### config.mk
export PLATFORM = sky130hd
export DESIGN_NAME = wrr_sched
export DESIGN_NICKNAME = d
export VERILOG_FILES = /design/src/rtl/wrr_sched.sv
export SDC_FILE = /design/constraint.sdc
export NUM_CORES = 1
export LEC_CHECK = 0
export CAP_MARGIN = 20
export CORE_MARGIN = 8
export CORE_UTILIZATION = 33
export CTS_BUF_LIST = sky130_fd_sc_hd__clkbuf_4 sky130_fd_sc_hd__clkbuf_8 sky130_fd_sc_hd__clkbuf_16
export CTS_CLUSTER_SIZE = 28
export DETAILED_ROUTE_END_ITERATION = 10
export PLACE_DENSITY_LB_ADDON = 0.25
export SYNTH_ARGS = -nofsm -noshare
export SYNTH_HDL_FRONTEND = slang
export SYNTH_SLANG_ARGS = --single-unit
### constraint.sdc
create_clock -name clk -period 1.97 [get_ports clk]
set_input_delay 0.591 -clock clk [delete_from_list [all_inputs] [get_ports clk]]
set_output_delay 0.591 -clock clk [all_outputs]
set_load 0.01 [all_outputs]
### src/rtl/wrr_sched.sv
// wrr_sched: weighted round-robin scheduler issuing a registered one-hot grant over NUM_Q queues.
// Define WRR_SCHED_WEIGHT_EN for per-queue quanta; otherwise the grant rotates after every sel_ack.
module wrr_sched #(
    parameter int NUM_Q    = 4,
    parameter int WEIGHT_W = 4,
    parameter int IDX_W    = $clog2(NUM_Q)
) (
    input  logic                      clk,
    input  logic                      rst,
    input  logic [NUM_Q-1:0]          q_rdy,
    input  logic [NUM_Q*WEIGHT_W-1:0] weight,
    input  logic                      sel_ack,
    output logic [NUM_Q-1:0]          sel,
    output logic                      sel_vld,
    output logic [IDX_W-1:0]          sel_idx
);
    // state | meaning
    // IDLE  | no queue granted, sel all zeros
    // GRANT | queue cur holds the grant
    typedef enum logic {IDLE, GRANT} state_t;

    state_t           state_q, state_d;
    logic [IDX_W-1:0] cur_q, cur_d, ptr_q, ptr_d;
    logic [IDX_W-1:0] cur_inc, start, win, cand;
    logic [NUM_Q-1:0] sel_q, sel_d;
    logic             found, rearb, exhausted;

    assign cur_inc = (cur_q == IDX_W'(NUM_Q - 1)) ? '0 : cur_q + IDX_W'(1);
    // In GRANT the search starts after cur, so cur itself is considered last.
    assign start   = (state_q == GRANT) ? cur_inc : ptr_q;

    always_comb begin
        found = 1'b0;
        win   = '0;
        cand  = '0;
        for (int k = NUM_Q - 1; k >= 0; k--) begin
            cand = IDX_W'((int'(start) + k) % NUM_Q);
            if (q_rdy[cand]) begin
                found = 1'b1;
                win   = cand;
            end
        end
    end

`ifdef WRR_SCHED_WEIGHT_EN
    logic [WEIGHT_W-1:0] credit_q, credit_d, w_win;
    logic                load;

    assign w_win     = weight[int'(win) * WEIGHT_W +: WEIGHT_W];
    assign exhausted = sel_ack && (credit_q == WEIGHT_W'(1));

    always_comb begin
        load     = (state_d == GRANT) && ((state_q == IDLE) || rearb);
        credit_d = credit_q;
        if (load)
            credit_d = (w_win == '0) ? WEIGHT_W'(1) : w_win;
        else if ((state_q == GRANT) && sel_ack && !rearb)
            credit_d = credit_q - WEIGHT_W'(1);
    end

    always_ff @(posedge clk or posedge rst) begin
        if (rst)
            credit_q <= '0;
        else
            credit_q <= credit_d;
    end
`else
    logic unused_weight;

    assign unused_weight = ^weight;
    assign exhausted     = sel_ack;
`endif

    always_comb begin
        state_d = state_q;
        cur_d   = cur_q;
        ptr_d   = ptr_q;
        rearb   = 1'b0;
        case (state_q)
            IDLE: begin
                if (found) begin
                    state_d = GRANT;
                    cur_d   = win;
                end
            end
            GRANT: begin
                // A withdrawn queue takes precedence; any ack in that cycle is dropped.
                if (!q_rdy[cur_q] || exhausted)
                    rearb = 1'b1;
                if (rearb) begin
                    ptr_d = cur_inc;
                    if (found) begin
                        cur_d = win;
                    end else begin
                        state_d = IDLE;
                        cur_d   = '0;
                    end
                end
            end
            default: state_d = IDLE;
        endcase
    end

    assign sel_d = (state_d == GRANT) ? (NUM_Q'(1) << cur_d) : '0;

    always_ff @(posedge clk or posedge rst) begin
        if (rst) begin
            state_q <= IDLE;
            cur_q   <= '0;
            ptr_q   <= '0;
            sel_q   <= '0;
        end else begin
            state_q <= state_d;
            cur_q   <= cur_d;
            ptr_q   <= ptr_d;
            sel_q   <= sel_d;
        end
    end

    assign sel     = sel_q;
    assign sel_vld = (state_q == GRANT);
    assign sel_idx = cur_q;

endmodule

==> results of run 1 <==
-- per-stage QoR --
step           power [µW]    util  instances  setup TNS (ns)  setup WS [ns]
2_1_floorplan       700.8       -         51        -0.02048       -0.02048
5_1_grt              1416  0.6076        101        -0.08893       -0.04156
4_1_cts              1189  0.5616         99        -0.06503       -0.01912
3_3_place_gp         1002  0.5337         94          -3.353        -0.4948
6_report             1316  0.6076        101               0       0.002225
3_5_place_dp         1020  0.5337         94          -3.361        -0.4903
-- logic make-up after synthesis --
family | count (synthesis)
adders and majority gates | 1
buffers and inverters | 6
AOI/OAI and AO/OA | 13
and+or+nand+nor | 18
DFF | 9
muxes | 4
-- where the power goes --
group | internal [µW] | leakage [µW] | switching [µW]
Sequential | 267 | 0.000107 | 53.1
Combinational | 505 | 0.000301 | 336
Clock | 91.7 | 0.0000184 | 63.3
-- path summary, 6_finish.rpt --
check                      startpoint        to  cells after the start
hold reg to reg              ptr_q[0]  ptr_q[0]                      1
min in group asynchronous         rst  ptr_q[0]                      2
max in group asynchronous         rst   sel_vld                      2
setup reg to reg           sel_idx[1]    sel[1]                      7
hold / removal               ptr_q[0]  ptr_q[0]                      1
setup / recovery             q_rdy[3]    sel[1]                      7
-- layer usage --
metal,part of all wire,wire (µm),vias up
li1,-,-,262
met2,0.49,691,21
met4,0,0,0
met1,0.42,598,261
met5,0,0,-
met3,0.086,121,0
-- cells in the final DEF (no fill, tap or decap), drive strengths merged --
master,n
and2b,2
mux2,2
and4,2
nand3,1
a41oi,1
a21oi,2
a32oi,1
mux2i,1
o32a,1
or2,1
dlymetal6s2s,1
dlygate4sd2,5
nor2b,2
nor2,3
a21o,1
a311oi,1
a2111o,1
clkdlybuf4s50,7
clkbuf,4
buf,18
inv,5
dfrtp,9
a211oi,2
a21boi,1
mux4,1
ha,1
nor4,1
nand2,3
and2,1
nand2b,2
o2bb2ai,1
a2bb2oi,1
-- layout make-up --
class | count | area, µm² | share of cell area
sequential | 9 | 227.7 | 0.2459
multi-input combinational | 36 | 360.3 | 0.3892
clock buffer | 4 | 30.03 | 0.03243
timing repair buffer | 31 | 269.0 | 0.2905
inverter | 5 | 18.77 | 0.02027
tap | 16 | 20.02 | 0.02162
-- sequential cells by signal, indices dropped and copies added, names as in the netlist --
| name | cells |
|---|---|
| sel_idx | 2 |
| sel_vld | 1 |
| ptr_q | 2 |
| sel | 4 |
-- critical path, cell delays in order --
cell           delay (ns)
dlygate4sd2_1        0.24
mux4_2               0.46
nor2b_4              0.15
and2_4               0.16
o32a_4               0.32
inv_2                0.07
and4_1               0.17
-- timing repair --
action / 4_1_cts / 5_1_grt
pin swaps: 1 / 2
endpoints found under the setup margin: 9 / 7
resized for setup: 8 / 13
buffers inserted: 1 / 2
==> flow_summary_export.csv, run 1 <==
group,metric,value,unit
drt,wl_per_cell,13.96,µm
synth,syn_area,540.5,µm²
layout,final_area,925.9,µm²
sta,rsz0062_at_grt,"true",
layout,drive_gt1_frac,0.5059,
clock_tree,clkTransAtPathRegs,0.06,ns
sta,clock_skew,0.001516,ns
synth,yosysTopAreaCell,"dfrtp_1",
sta,period_share,0.9989,
global_route,overflow,0,
global_route,gr-usage-met2,0.1520,
worst_setup_path,worstPathArrival,2.17,ns
floorplanning,dieArea,0.003189,mm²
synth,ys_seq_elements,9,
layout,finalNetCount,110,
sta,max_slew_margin,0.7858,
sta,timing.final.hold_violations,0,
synth,synth_common_cells,"9 x dfrtp_1, 4 x inv_1, 3 x nand2_1, 3 x nor2_1",
drt,drt_wl_total,1410,µm
placed_design,port_buffers,13,
sta,whs,0.5391,ns
placed_design,placed_cell_area,813.3,µm²
sta,setup_viol,0,
synth,synth_compound_area_frac,0.1968,
worst_setup_path,critPathMaxFanout,3,
layout,n_antenna_cell,0,
outcome,outcome,"finished, final reports clean",
floorplanning,core,0.001524,mm²
floorplanning,io_pins,30,
synth,synthTopCellsByArea,"dfrtp_1 42%, mux2_2 4.2%, mux4_2 4.2%, and2b_2 3.2%, a211oi_1 2.8%",
clock_tree,clockBufferDepth,2,
synth,synth_adder_area_share,0.02315,
clock_tree,clk_latency,0.26,ns
synth,yosysMostFrequentCell,"dfrtp_1",
sta,finalMaxSlewViolations,0,
synth,synthMuxAreaShare,0.1019,
drt,drt_iter0_drc,10,
clock_tree,cts_root_buffer,"clkbuf_4",
worst_setup_path,cp-start-kind,"input pin",
global_route,grt_pass1_wl,2339,µm
global_route,globalRouteMet1Util,0.09753,
synth,synth-xor-area-share,0,
layout,syn_to_final_growth,71.30,%
floorplanning,start_util,0.3547,
synth,async_reset_ff_frac,1.000,
placed_design,place_congestion,0.7923,
clock_tree,cts_tree,"yes",
synth,synth_edf_count,0,
global_route,grtUsageTotal,0.09141,
worst_setup_path,critical_path_class,"input pin to flop",
clock_tree,cts_hold_buf,0,
synth,synth_cell_types,31,
synth,synth-simple-area-share,0.2176,
layout,n_fill_cell,117,
worst_setup_path,cp.required,2.17,ns
synth,syn_inst,51,
drt,postRouteAntennaNets,0,
synth,ys.flop_type,"dfrtp_1",
global_route,grt_use_met3,0.05843,
drt,via_per_inst,5.386,
synth,seq_area_frac_synth,0.4167,
synth,syn_nets,75,
pwr,power_density,1421,mW/mm²
synth,ys_warn_count,0,
synth,syn_avg_cell_area,10.60,µm²
synth,synth_top_family_by_area,"simple AND/OR/NAND/NOR gates",
floorplanning,die_x,56.47,µm
synth,synth_top_area_frac,0.4167,
floorplanning,placementRows,14,
worst_setup_path,endpoint_kind,"flop",
sta,min_period,1.968,ns
floorplanning,die_h,56.47,µm
sta,tightest_slew,0.3210,ns
pwr,peakVddDrop,0.9197,mV
global_route,grt_max_degree,10,
worst_setup_path,reg2reg_slack,0.03,ns
drt,dr.pass1.iters,4,
global_route,grt_antenna_before_repair,0,
global_route,grt_pass1_vias,522,
hold_path,min_path_type,"flop to flop",
drt,drc,0,
clock_tree,cts.sinks,9,
placed_design,hpwl,1065,µm
run,maxCapViolations,0,
clock_tree,htree_levels,1,
pwr,p_leak,0.0004266,µW
global_route,busiest_layer,"met2",
clock_tree,cts_made_buffers,3,
sta,fmax,508.2,MHz
drt,via_count,544,
Note: power is estimated with default switching activity, not from simulation.
==> inputs of run 2 (changes only) <==
Settings changed: CORE_AREA set to 8 8 45 47, CORE_MARGIN 8 to not set, CORE_UTILIZATION 33 to not set, DIE_AREA set to 0 0 53 55, DONT_BUFFER_PORTS set to 1.
==> run 2 against run 1 <==
Sequential power is 8.7% higher. Routed wire length is 6.2% higher. Combinational power is 11% lower. Utilization is 6.1 points lower. Setup slack better by 0.026 ns. Critical endpoint unchanged. Highest routed layer is now met4.
==> flow_summary_export.csv, run 2 (same netlist as run 1, synthesis figures left out) <==
group,metric,value,unit
worst_setup_path,slowest_delay,0.47,ns
layout,drive_gt1_frac,0.5303,
clock_tree,cts_root_buffer,"clkbuf_4",
worst_setup_path,crit_slowest_cell,"mux4_2",
layout,finalNetCount,91,
global_route,grt_pass1_vias,485,
sta,setup_viol,0,
sta,timing.final.hold_violations,0,
worst_setup_path,crit_start,"sel_idx[1]",
layout,multi_input_area,361.6,µm²
worst_setup_path,cp.depth,7,
drt,wl_met2,783,µm
drt,dr.pass1.iters,5,
clock_tree,clockBufferDepth,2,
floorplanning,placementRows,14,
sta,tightest_slew,0.4188,ns
global_route,grt_pass1_wl,2132,µm
sta,finalMaxSlewViolations,0,
drt,wl_per_cell,18.26,µm
floorplanning,io_pins,30,
worst_setup_path,critical-path-top-delay-family,"multiplexers",
sta,max_slew_margin,0.7182,
worst_setup_path,regToRegEndpoint,"sel[1]",
pwr,p_clk_frac,0.131,
sta,clock_skew,0.0003053,ns
clock_tree,clkTransAtPathRegs,0.07,ns
sta,min_period,1.942,ns
drt,drt_wl_total,1497,µm
pwr,p_int,791.8,µW
pwr,p_leak,0.0003320,µW
clock_tree,cts_tree,"yes",
placed_design,dp_cells,77,
layout,n_antenna_cell,0,
sta,rsz0062_at_grt,"true",
pwr,peakVddDrop,0.7411,mV
worst_setup_path,critical_path_class,"flop to flop",
hold_path,min_path_type,"input pin to async pin",
sta,setup_ws,0.02809,ns
drt,via_per_inst,5.976,
layout,n_fill_cell,114,
worst_setup_path,endpoint_kind,"flop",
sta,period_share,0.9857,
placed_design,port_buffers,0,
global_route,grt_max_degree,10,
layout,stdcell_count,82,
pwr,share_seq_of_total_power,0.276,
floorplanning,start_util,0.3906,
floorplanning,die_x,53,µm
layout,syn_to_final_growth,40.05,%
worst_setup_path,cp_num_buf_inv,2,
layout,seqCellArea,226.5,µm²
global_route,overflow,0,
pwr,p_sw,466.1,µW
drt,via_count,490,
worst_setup_path,reg2reg_from,"sel_idx[1]",
layout,largest_reg_flops,4,
floorplanning,core,0.001384,mm²
worst_setup_path,worstPathArrival,2.15,ns
global_route,grtUsageTotal,0.1008,
drt,drt_iter0_drc,7,
placed_design,place_congestion,0.7118,
placed_design,pre_cts_ws,-0.09178,ns
clock_tree,cts_made_buffers,3,
pwr,switching_share,0.3706,
pwr,combPwrFrac,0.593,
worst_setup_path,cp-start-kind,"flop",
floorplanning,die_h,55,µm
clock_tree,clk_latency,0.26,ns
drt,drc,0,
sta,fin_setup_tns,0,ns
sta,fmax,515.0,MHz
worst_setup_path,cp.required,2.18,ns
clock_tree,cts.sinks,9,
worst_setup_path,critPathMaxFanout,4,
worst_setup_path,path_cells,"buf_6, mux4_2, nor2b_4, and2_4, o32a_4, inv_4, and4_1",
worst_setup_path,worstRegToRegCells,7,
layout,layout_commonest_cell,"buf_4",
drt,postRouteAntennaNets,0,
clock_tree,htree_levels,1,
worst_setup_path,cp-endpoint,"sel[1]",
layout,layout_common_cells,"10 x buf_4, 8 x dfrtp_1, 4 x inv_1, 4 x clkbuf_4",
outcome,outcome,"finished, final reports clean",
placed_design,hpwl,1027,µm
drt,drt-met1-wl,625,µm
global_route,grt_antenna_before_repair,0,
run,maxCapViolations,0,
worst_setup_path,reg2reg_slack,0.03,ns
drt,wl_met3,72,µm
drt,highest_layer,"met4",
floorplanning,dieArea,0.002915,mm²
clock_tree,cts_hold_buf,0,
pwr,power_density,1662,mW/mm²
[run 2: worst min path at each step]
stage          startpoint         end  slack [ns]  depth (start not counted)
6_report              rst    ptr_q[1]        0.17                          1
5_1_grt               rst     sel_vld        0.19                          1
4_1_cts               rst  sel_idx[0]        0.18                          1
3_5_place_dp          rst  sel_idx[0]        0.46                          1
3_3_place_gp          rst  sel_idx[0]        0.46                          1
2_1_floorplan         rst    ptr_q[0]        0.42                          1
[run 2: timing repair]
item                       in CTS  in global routing
gates resized for setup         7                  7
setup buffers                   1                  0
cloned                          0                  0
hold endpoints to repair        0                  0
pin swaps                       1                  3
setup endpoints to repair       6                  5
[run 2: layout make-up]
cell class | instances | share of cell area
clock buffer | 4 | 0.03967
inverter | 5 | 0.02810
multi-input combinational | 36 | 0.4777
sequential | 9 | 0.2992
tap | 16 | 0.02645
timing repair buffer | 12 | 0.1289
[run 2: layer usage]
metal	global-route usage	vias to the layer above
met3	0.03743	3
met4	0.06034	0
met5	0	-
li1	-	221
met2	0.1699	17
met1	0.1056	249
[run 2: power groups by stage]
stage	registers, µW	logic (µW)	clock network (µW)
floorplan	345	355	0
global placement	337	578	0
detailed placement	340	592	0
CTS	349	669	164
global route	359	802	177
finish	348	746	165
[run 2: stage by stage]
stage	hold slack [ns]	utilization	power [µW]	instance area [µm²]
final	0.1653	0.5470	1258	757.0
after global routing	0.1925	0.5470	1338	757.0
after CTS	0.1777	0.5235	1182	724.4
after detailed placement	0.4617	0.4720	932.1	653.1
after global placement	0.4559	0.4720	914.7	653.1
after floorplan	0.4189	-	700.8	555.5
==> inputs of run 3 (changes only) <==
Settings changed: CAP_MARGIN 20 to 25, CTS_CLUSTER_DIAMETER set to 120.
==> results of run 3 <==
The final DEF is identical to that of run 2; final timing and power are the same.
